==> config.mk <==
export PLATFORM = sky130hd
export DESIGN_NAME = sdram_sample_reader
export DESIGN_NICKNAME = d
export VERILOG_FILES = /design/src/rtl/sdram_sample_reader.sv
export SDC_FILE = /design/constraint.sdc
export NUM_CORES = 1
export LEC_CHECK = 0
export CORE_MARGIN = 4
export CORE_UTILIZATION = 39
export DETAILED_ROUTE_END_ITERATION = 10
export PLACE_DENSITY = 0.67
export SYNTH_ARGS = -nofsm -noshare
export SYNTH_HDL_FRONTEND = slang
export SYNTH_SLANG_ARGS = --single-unit
==> constraint.sdc <==
create_clock -name clk -period 3.68 [get_ports clk]
set_input_delay 0.368 -clock clk [delete_from_list [all_inputs] [get_ports clk]]
set_output_delay 0.368 -clock clk [all_outputs]
set_load 0.01 [all_outputs]
==> src/rtl/sdram_sample_reader.sv <==
// Avalon-MM pipelined read master that streams a block of SDRAM samples
// into a show-ahead FIFO feeding a valid/ready sample sink.
module sdram_sample_reader #(
    parameter int FIFO_DEPTH  = 16,
    parameter int MAX_PENDING = 8
) (
    input  logic        clk,
    input  logic        reset,
    input  logic        start,
    input  logic [31:0] base_addr,
    input  logic [31:0] num_samples,
    output logic        busy,
    output logic        irq,
    input  logic        irq_ack,
    output logic [31:0] words_out,
    output logic [23:0] avm_address,
    output logic        avm_read,
    input  logic        avm_waitrequest,
    input  logic [31:0] avm_readdata,
    input  logic        avm_readdatavalid,
    output logic [31:0] sample_data,
    output logic        sample_valid,
    input  logic        sample_ready
);
    localparam int AW = $clog2(FIFO_DEPTH);
    localparam int UW = AW + 1;
    localparam int PW = $clog2(MAX_PENDING + 1);
    localparam logic [UW:0]   DEPTH_L = (UW + 1)'(FIFO_DEPTH);
    localparam logic [PW-1:0] MAXP_L  = PW'(MAX_PENDING);

    typedef enum logic [1:0] {IDLE, RUN, DRAIN, DONE} state_t;

    state_t        state, state_nx;
    logic [23:0]   addr_q;
    logic [31:0]   count_q;
    logic [31:0]   issued_q;
    logic [PW-1:0] pending_q;
    logic [31:0]   fifo_mem [FIFO_DEPTH];
    logic [AW-1:0] wr_ptr, rd_ptr;
    logic [UW-1:0] used_q;
    logic [UW:0]   committed;
    logic          req, accept, push, pop, fifo_nonempty;
    logic          unused_bits;

    assign unused_bits = ^{base_addr[31:24], base_addr[1:0]};

    // Words already in the FIFO plus words still in flight must fit.
    assign committed = {1'b0, used_q} + (UW + 1)'(pending_q);
    assign fifo_nonempty = (used_q != '0);

    always_comb begin
        state_nx = state;
        req      = 1'b0;
        accept   = 1'b0;
        push     = 1'b0;
        pop      = fifo_nonempty && sample_ready;
        unique case (state)
            IDLE: begin
                if (start)
                    state_nx = (num_samples == 32'd0) ? DONE : RUN;
            end
            RUN: begin
                req    = (issued_q != count_q) && (pending_q < MAXP_L)
                         && (committed < DEPTH_L);
                accept = req && !avm_waitrequest;
                push   = avm_readdatavalid;
                if (accept && (issued_q + 32'd1 == count_q))
                    state_nx = DRAIN;
            end
            DRAIN: begin
                push = avm_readdatavalid;
                if (pending_q == '0 && !fifo_nonempty)
                    state_nx = DONE;
            end
            DONE: begin
                if (irq_ack)
                    state_nx = IDLE;
            end
            default: state_nx = IDLE;
        endcase
    end

    always_ff @(posedge clk) begin
        if (reset) begin
            state     <= IDLE;
            addr_q    <= '0;
            count_q   <= '0;
            issued_q  <= '0;
            pending_q <= '0;
            wr_ptr    <= '0;
            rd_ptr    <= '0;
            used_q    <= '0;
            words_out <= '0;
        end else begin
            state <= state_nx;
            if (state == IDLE && start) begin
                addr_q    <= {base_addr[23:2], 2'b00};
                count_q   <= num_samples;
                issued_q  <= '0;
                words_out <= '0;
            end
            if (accept) begin
                addr_q   <= addr_q + 24'd4;
                issued_q <= issued_q + 32'd1;
            end
            if (accept && !push)
                pending_q <= pending_q + PW'(1);
            else if (push && !accept)
                pending_q <= pending_q - PW'(1);
            if (push)
                wr_ptr <= wr_ptr + AW'(1);
            if (pop) begin
                rd_ptr    <= rd_ptr + AW'(1);
                words_out <= words_out + 32'd1;
            end
            if (push && !pop)
                used_q <= used_q + UW'(1);
            else if (pop && !push)
                used_q <= used_q - UW'(1);
        end
    end

    always_ff @(posedge clk) begin
        if (push)
            fifo_mem[wr_ptr] <= avm_readdata;
    end

    assign busy         = (state == RUN) || (state == DRAIN);
    assign irq          = (state == DONE);
    assign avm_read     = req;
    assign avm_address  = addr_q;
    assign sample_valid = fifo_nonempty;
    assign sample_data  = fifo_nonempty ? fifo_mem[rd_ptr] : 32'd0;
endmodule

==> After elaboration in Yosys (flattened, before gate mapping) <==
Memories as Yosys holds them, arrays and structs flattened. A register that Yosys moved wholly into a read port is not among the register bits.
Index checks and enable logic that the tools add are counted.
{ "classes": {"n_mux": 23, "eq_ne": 9, "n_reduce_logical": 27, "order_cmp": 2, "n_addsub": 10} }
{ "op_table": {"columns": ["cell", "count"], "rows": [
  ["$mux 32", 4],
  ["$add 32x1->32 const B", 2],
  ["$mux 24", 2],
  ["$eq 32x32->1", 1],
  ["$logic_not 32->1", 1],
  ["$ne 32x32->1", 1],
  ["$add 24x3->24 const B", 1],
  ["$mux 4", 4],
  ["$add 4x1->4 const B", 3],
  ["$logic_and 1x1->1", 11],
  ["$mux 2", 5],
  ["$mux 5", 2],
  ["$pmux 2 s4", 1],
  ["$reduce_bool 2->1", 4],
  ["$add 5x4->6", 1],
  ["$lt 6x5->1 const B", 1],
  ["$ne 2x2->1 const B", 3],
  ["$add 5x1->5 const B", 1],
  ["$logic_not 1->1", 5],
  ["$mux 1", 5],
  ["$reduce_bool 5->1", 1],
  ["$sub 5x1->5 const B", 1],
  ["$eq 2x2->1 const B", 2],
  ["$logic_not 4->1", 1],
  ["other kinds (8)", 8]
]} }
{ "word_totals": {"elab_cells": 81, "regBits": 139, "memories": 1, "ramBits": 512, "input_bits": 103, "output_inout_bits": 92} }
{ "memory_table": {"columns": ["memory", "depth", "width", "read_ports", "rd_ports_with_merged_regs", "wr", "line_no", "rtl"], "rows": [
  ["fifo_mem", 16, 32, 1, 1, 1, "38", "logic [31:0] fifo_mem [FIFO_DEPTH];"]
]} }

==> Logic depth before layout (Yosys ltp) <==
{ "logic_depth": {"word_depth": 9, "depth_mapped": 17, "ltp_nobuf": 15} }

==> Worst setup path after synthesis <==
Ideal clock, no wire load.
{ "synth_path": {"path_kind": "reg2reg", "start": "register state[0]", "end": "memory fifo_mem[3][0] (enable)", "n_path_buf": 0, "arrival_ps": 3369, "stages_incl_launch_ff": 7, "period_less_slack_ps": 3830, "setup_slack_ps": -150, "t_required_ps": 3219, "setup_time_ps": 461, "cell_sequence": "dfxtp_1 -> inv_1 -> ha_1 -> nand2_1 -> clkinv_1 -> nand2_1 -> nor3_1"} }
{ "synth_via": {"elab_chain_len": 5, "word_cells_on_any_way": 6, "cone_classes": "eq/ne (2); mux (3); reduce/logical (1)"} }
{ "synth_rtl": {"columns": ["item", "line_no", "rtl"], "rows": [
  ["start, declared", "33", "state_t state, state_nx;"],
  ["start signal, assigned", "95", "state <= state_nx;"],
  ["$eq 2x1->1 / $eq 2x2->1 (equally long branches)", "57", "unique case (state)"],
  ["$reduce_or 2->1 (no line) (*)", null, null],
  ["$mux 1 (*)", "57", null],
  ["net push", "42", "logic req, accept, push, pop, fifo_nonempty;"],
  ["$mux 1 (*)", "124", "if (push)"],
  ["$mux 1 (not written as such) (*)", "125", "fifo_mem[wr_ptr] <= avm_readdata;"],
  ["end, declared", "38", null]
]} }
Mark *: on every way through the listed nets, which the timed path passes. The rest lies on a longest branch.

==> flow_summary_export.csv <==
group,metric,value,unit
run_status,status,"finished, final reports clean",
setup_path,endpoint_kind,"output port",
sta,period_needed,3.46,ns
sta,hold_viol,0,
sta,slew_viol_final,0,
power_and_ir_drop,combPwrFrac,0.250,
finish,fillers,5748,
yosys,ys_seq_elements,653,
floorplan,start_util,0.396,
yosys,ys_warn_count,0,
placement,post_dp_cell_area,0.0307,sq mm
sta,fmax,289,MHz
placement,hpwl,39800,um
sta,rsz0062_at_grt,"no",
sta,finalCritPeriodShare,0.940,
run,drv_cap,0,
floorplan,row_count,96,
placement,gp_congestion,0.889,
finish,syn_to_final_growth,21.2,%
finish,fin_nets,2134,
power_and_ir_drop,p_leak,10.5,nW
power_and_ir_drop,switching_share,0.280,
sta,worst_slew_pin_slew,0.850,ns
placement,io_buffers,182,
detailed_routing,viasPerCell,5.47,
global_route,grtUsageTotal,0.177,
floorplan,coreArea,0.0691,sq mm
detailed_routing,dr.pass1.iters,5,
yosys,ys_seq_area_frac,0.665,
power_and_ir_drop,clkPwrFrac,0.342,
finish,instances_no_fill,2993,
detailed_routing,wl,65800,um
setup_path,start_kind,"register",
floorplan,die_y,273,um
finish,layout_common_cells,"edfxtp_1 (512), clkdlybuf4s50_1 (181), mux4_2 (160)",
cts,cts_hold_buf,0,
yosys,ys.flop_type,"edfxtp_1",
power_and_ir_drop,p_seq_frac,0.408,
global_route,grt.overflow.total,0,
power_and_ir_drop,powerDensity,628,mW/mm^2
detailed_routing,drc,0,
cts,cts_tree,"built",
detailed_routing,vias,16400,
sta,finalSetupTns,0,ns
setup_path,worstPathArrival,3.09,ns
finish,diodes,0,
yosys,yosysUniqueCellTypes,70,
setup_path,cp_max_fo,9,
cts,clkLatencyLatePin,0.62,ns
floorplan,die_area,0.0745,sq mm
yosys,syn_avg_cell_area,15.3,sq um
power_and_ir_drop,p_int,15.0,mW
yosys,synthesis.area,0.0274,sq mm
finish,drive_gt1_frac,0.187,
detailed_routing,post_drt_wl_per_cell,22.0,um
detailed_routing,ant_nets,0,
worst_hold_path,holdCritPathClass,"in -> reg",
cts,cts-root-buf,"clkbuf_16",
power_and_ir_drop,peakVddDrop,0.443,mV
yosys,synthCells,1783,
cts,cts_sinks,653,
finish,layout_commonest_cell,"edfxtp_1",
cts,htree_levels,3,
finish,stdcell_area,0.0332,sq mm
global_route,antenna_found_initial,3,
yosys,synth_edf_count,512,
sta,setup_viol,0,
setup_path,path_class,"reg -> out",
power_and_ir_drop,switchingPower,5.83,mW
sta,fin_worst_skew,0.0347,ns
sta,slew-limit-headroom,0.433,
cts,cts_buffers,73,
detailed_routing,first_iter_violations,1308,
cts,clockBufferDepth,3,
global_route,grt_max_degree,60,
yosys,async_flop_share,0,
placement,dp_cells,2857,
global_route,grt_pass1_vias,16400,
floorplan,chipWidth,273,um
floorplan,ios,195,
cts,cts.reportedPaths.clkPinSlew,0.06,ns
setup_path,cp.required,3.31,ns
global_route,grt_pass1_wl,101000,um
-- cell type report --
class                      count  area (sq um)  area share
inverter                      23          86.3     0.00260
clock buffer                  95          1970      0.0594
tap                          931          1160      0.0351
clock inverter                36           393      0.0118
timing repair buffer         248          2560      0.0773
multi-input combinational   1007          8780       0.265
sequential                   653         18200       0.549
-- flip-flops by register name (all words and copies together) (netlist names), named ones only --
signal and count:
rd_ptr 4, words_out 32, fifo_mem 512, count_q 32, pending_q 4, wr_ptr 4, state 2, avm_address 22
issued_q 32, used_q 5
-- synthesized netlist by cell type, types with 8 or more instances --
| cell | number | share of area |
|---|---|---|
| edfxtp_1 | 512 | 0.56 |
| mux4_2 | 160 | 0.13 |
| nand2_1 | 146 | 0.020 |
| dfxtp_1 | 141 | 0.10 |
| nor2_1 | 130 | 0.018 |
| a21oi_1 | 100 | 0.018 |
| clkbuf_1 | 69 | 0.0095 |
| xnor2_1 | 43 | 0.014 |
| and2_1 | 40 | 0.0091 |
| nor3_1 | 39 | 0.0071 |
| o21ai_0 | 38 | 0.0070 |
| xor2_1 | 34 | 0.011 |
| nand3_1 | 32 | 0.0059 |
| nor4_1 | 28 | 0.0064 |
| and3_1 | 27 | 0.0062 |
| ha_1 | 23 | 0.011 |
| inv_1 | 22 | 0.0030 |
| nand4_1 | 20 | 0.0046 |
| buf_1 | 18 | 0.0025 |
| mux2_2 | 15 | 0.0062 |
| nor3b_1 | 11 | 0.0030 |
| or3_1 | 11 | 0.0025 |
| nand3b_1 | 9 | 0.0025 |
| and4_1 | 8 | 0.0026 |
| nand2b_1 | 8 | 0.0018 |
| or4_1 | 8 | 0.0022 |
-- metal layers --
| metal | GRT usage | wire [um] | vias to the layer above |
|---|---|---|---|
| met5 | 0 | 40 | - |
| met4 | 0.0402 | 1280 | 6 |
| met3 | 0.0381 | 4540 | 107 |
| met2 | 0.290 | 32100 | 562 |
| met1 | 0.243 | 27800 | 8341 |
| li1 | - | - | 7348 |
-- what timing repair did --
action,in CTS,in global routing
pin swaps,0,0
endpoints found under the setup margin,7,15
setup buffers,5,0
gates resized for setup,0,2
-- worst paths after layout --
path / from / slack (ns) / to / cells past startpoint
setup / recovery: register / 0.22 / sample_data[20] / 6
hold / removal: reset / 0.25 / pending_q[1]$_SDFFE_PP0P_ / 2
setup reg to reg: issued_q[8]$_SDFFE_PP0P_ / 0.30 / state[1]$_SDFFE_PP0P_ / 8
hold reg to reg: count_q[10]$_SDFFE_PP0P_ / 0.47 / count_q[10]$_SDFFE_PP0P_ / 2
-- power groups by stage --
| stage | Clock (mW) | Combinational, mW | Sequential [mW] |
|---|---|---|---|
| floorplan | 0 | 3.12 | 8.59 |
| global placement | 0 | 5.10 | 8.68 |
| detailed placement | 0 | 5.17 | 8.70 |
| CTS | 7.31 | 5.31 | 8.50 |
| global route | 7.64 | 5.68 | 8.54 |
| finish | 7.13 | 5.20 | 8.50 |
-- kinds of logic after synthesis --
kind of cell | synth area share
AOI/OAI and AO/OA | 0.0388
xor gates and xnor gates | 0.0255
adders and majority gates | 0.0120
buffers and inverters | 0.0196
DFF | 0.665
muxes | 0.140
other | 0.000137
and+or+nand+nor | 0.0987
-- metrics by stage --
stage          power, mW  utilization  setup slack (ns)  hold slack [ns]
2_1_floorplan       11.7            -            0.0748            0.448
3_3_place_gp        13.8        0.445             0.197            0.465
3_5_place_dp        13.9        0.445            0.0940            0.467
4_1_cts             21.1        0.480            0.0571            0.214
5_1_grt             21.9        0.480            0.0877            0.258
6_report            20.8        0.480             0.219            0.252
-- worst max-delay path, cell delays in order, from the launching register on --
cell             delay, ns
dfxtp_4               0.38
buf_12                0.13
buf_4                 0.24
mux4_2                0.53
mux4_2                0.48
and2_1                0.22
clkdlybuf4s50_1       0.51
Note: power is estimated with default switching activity, not from simulation.
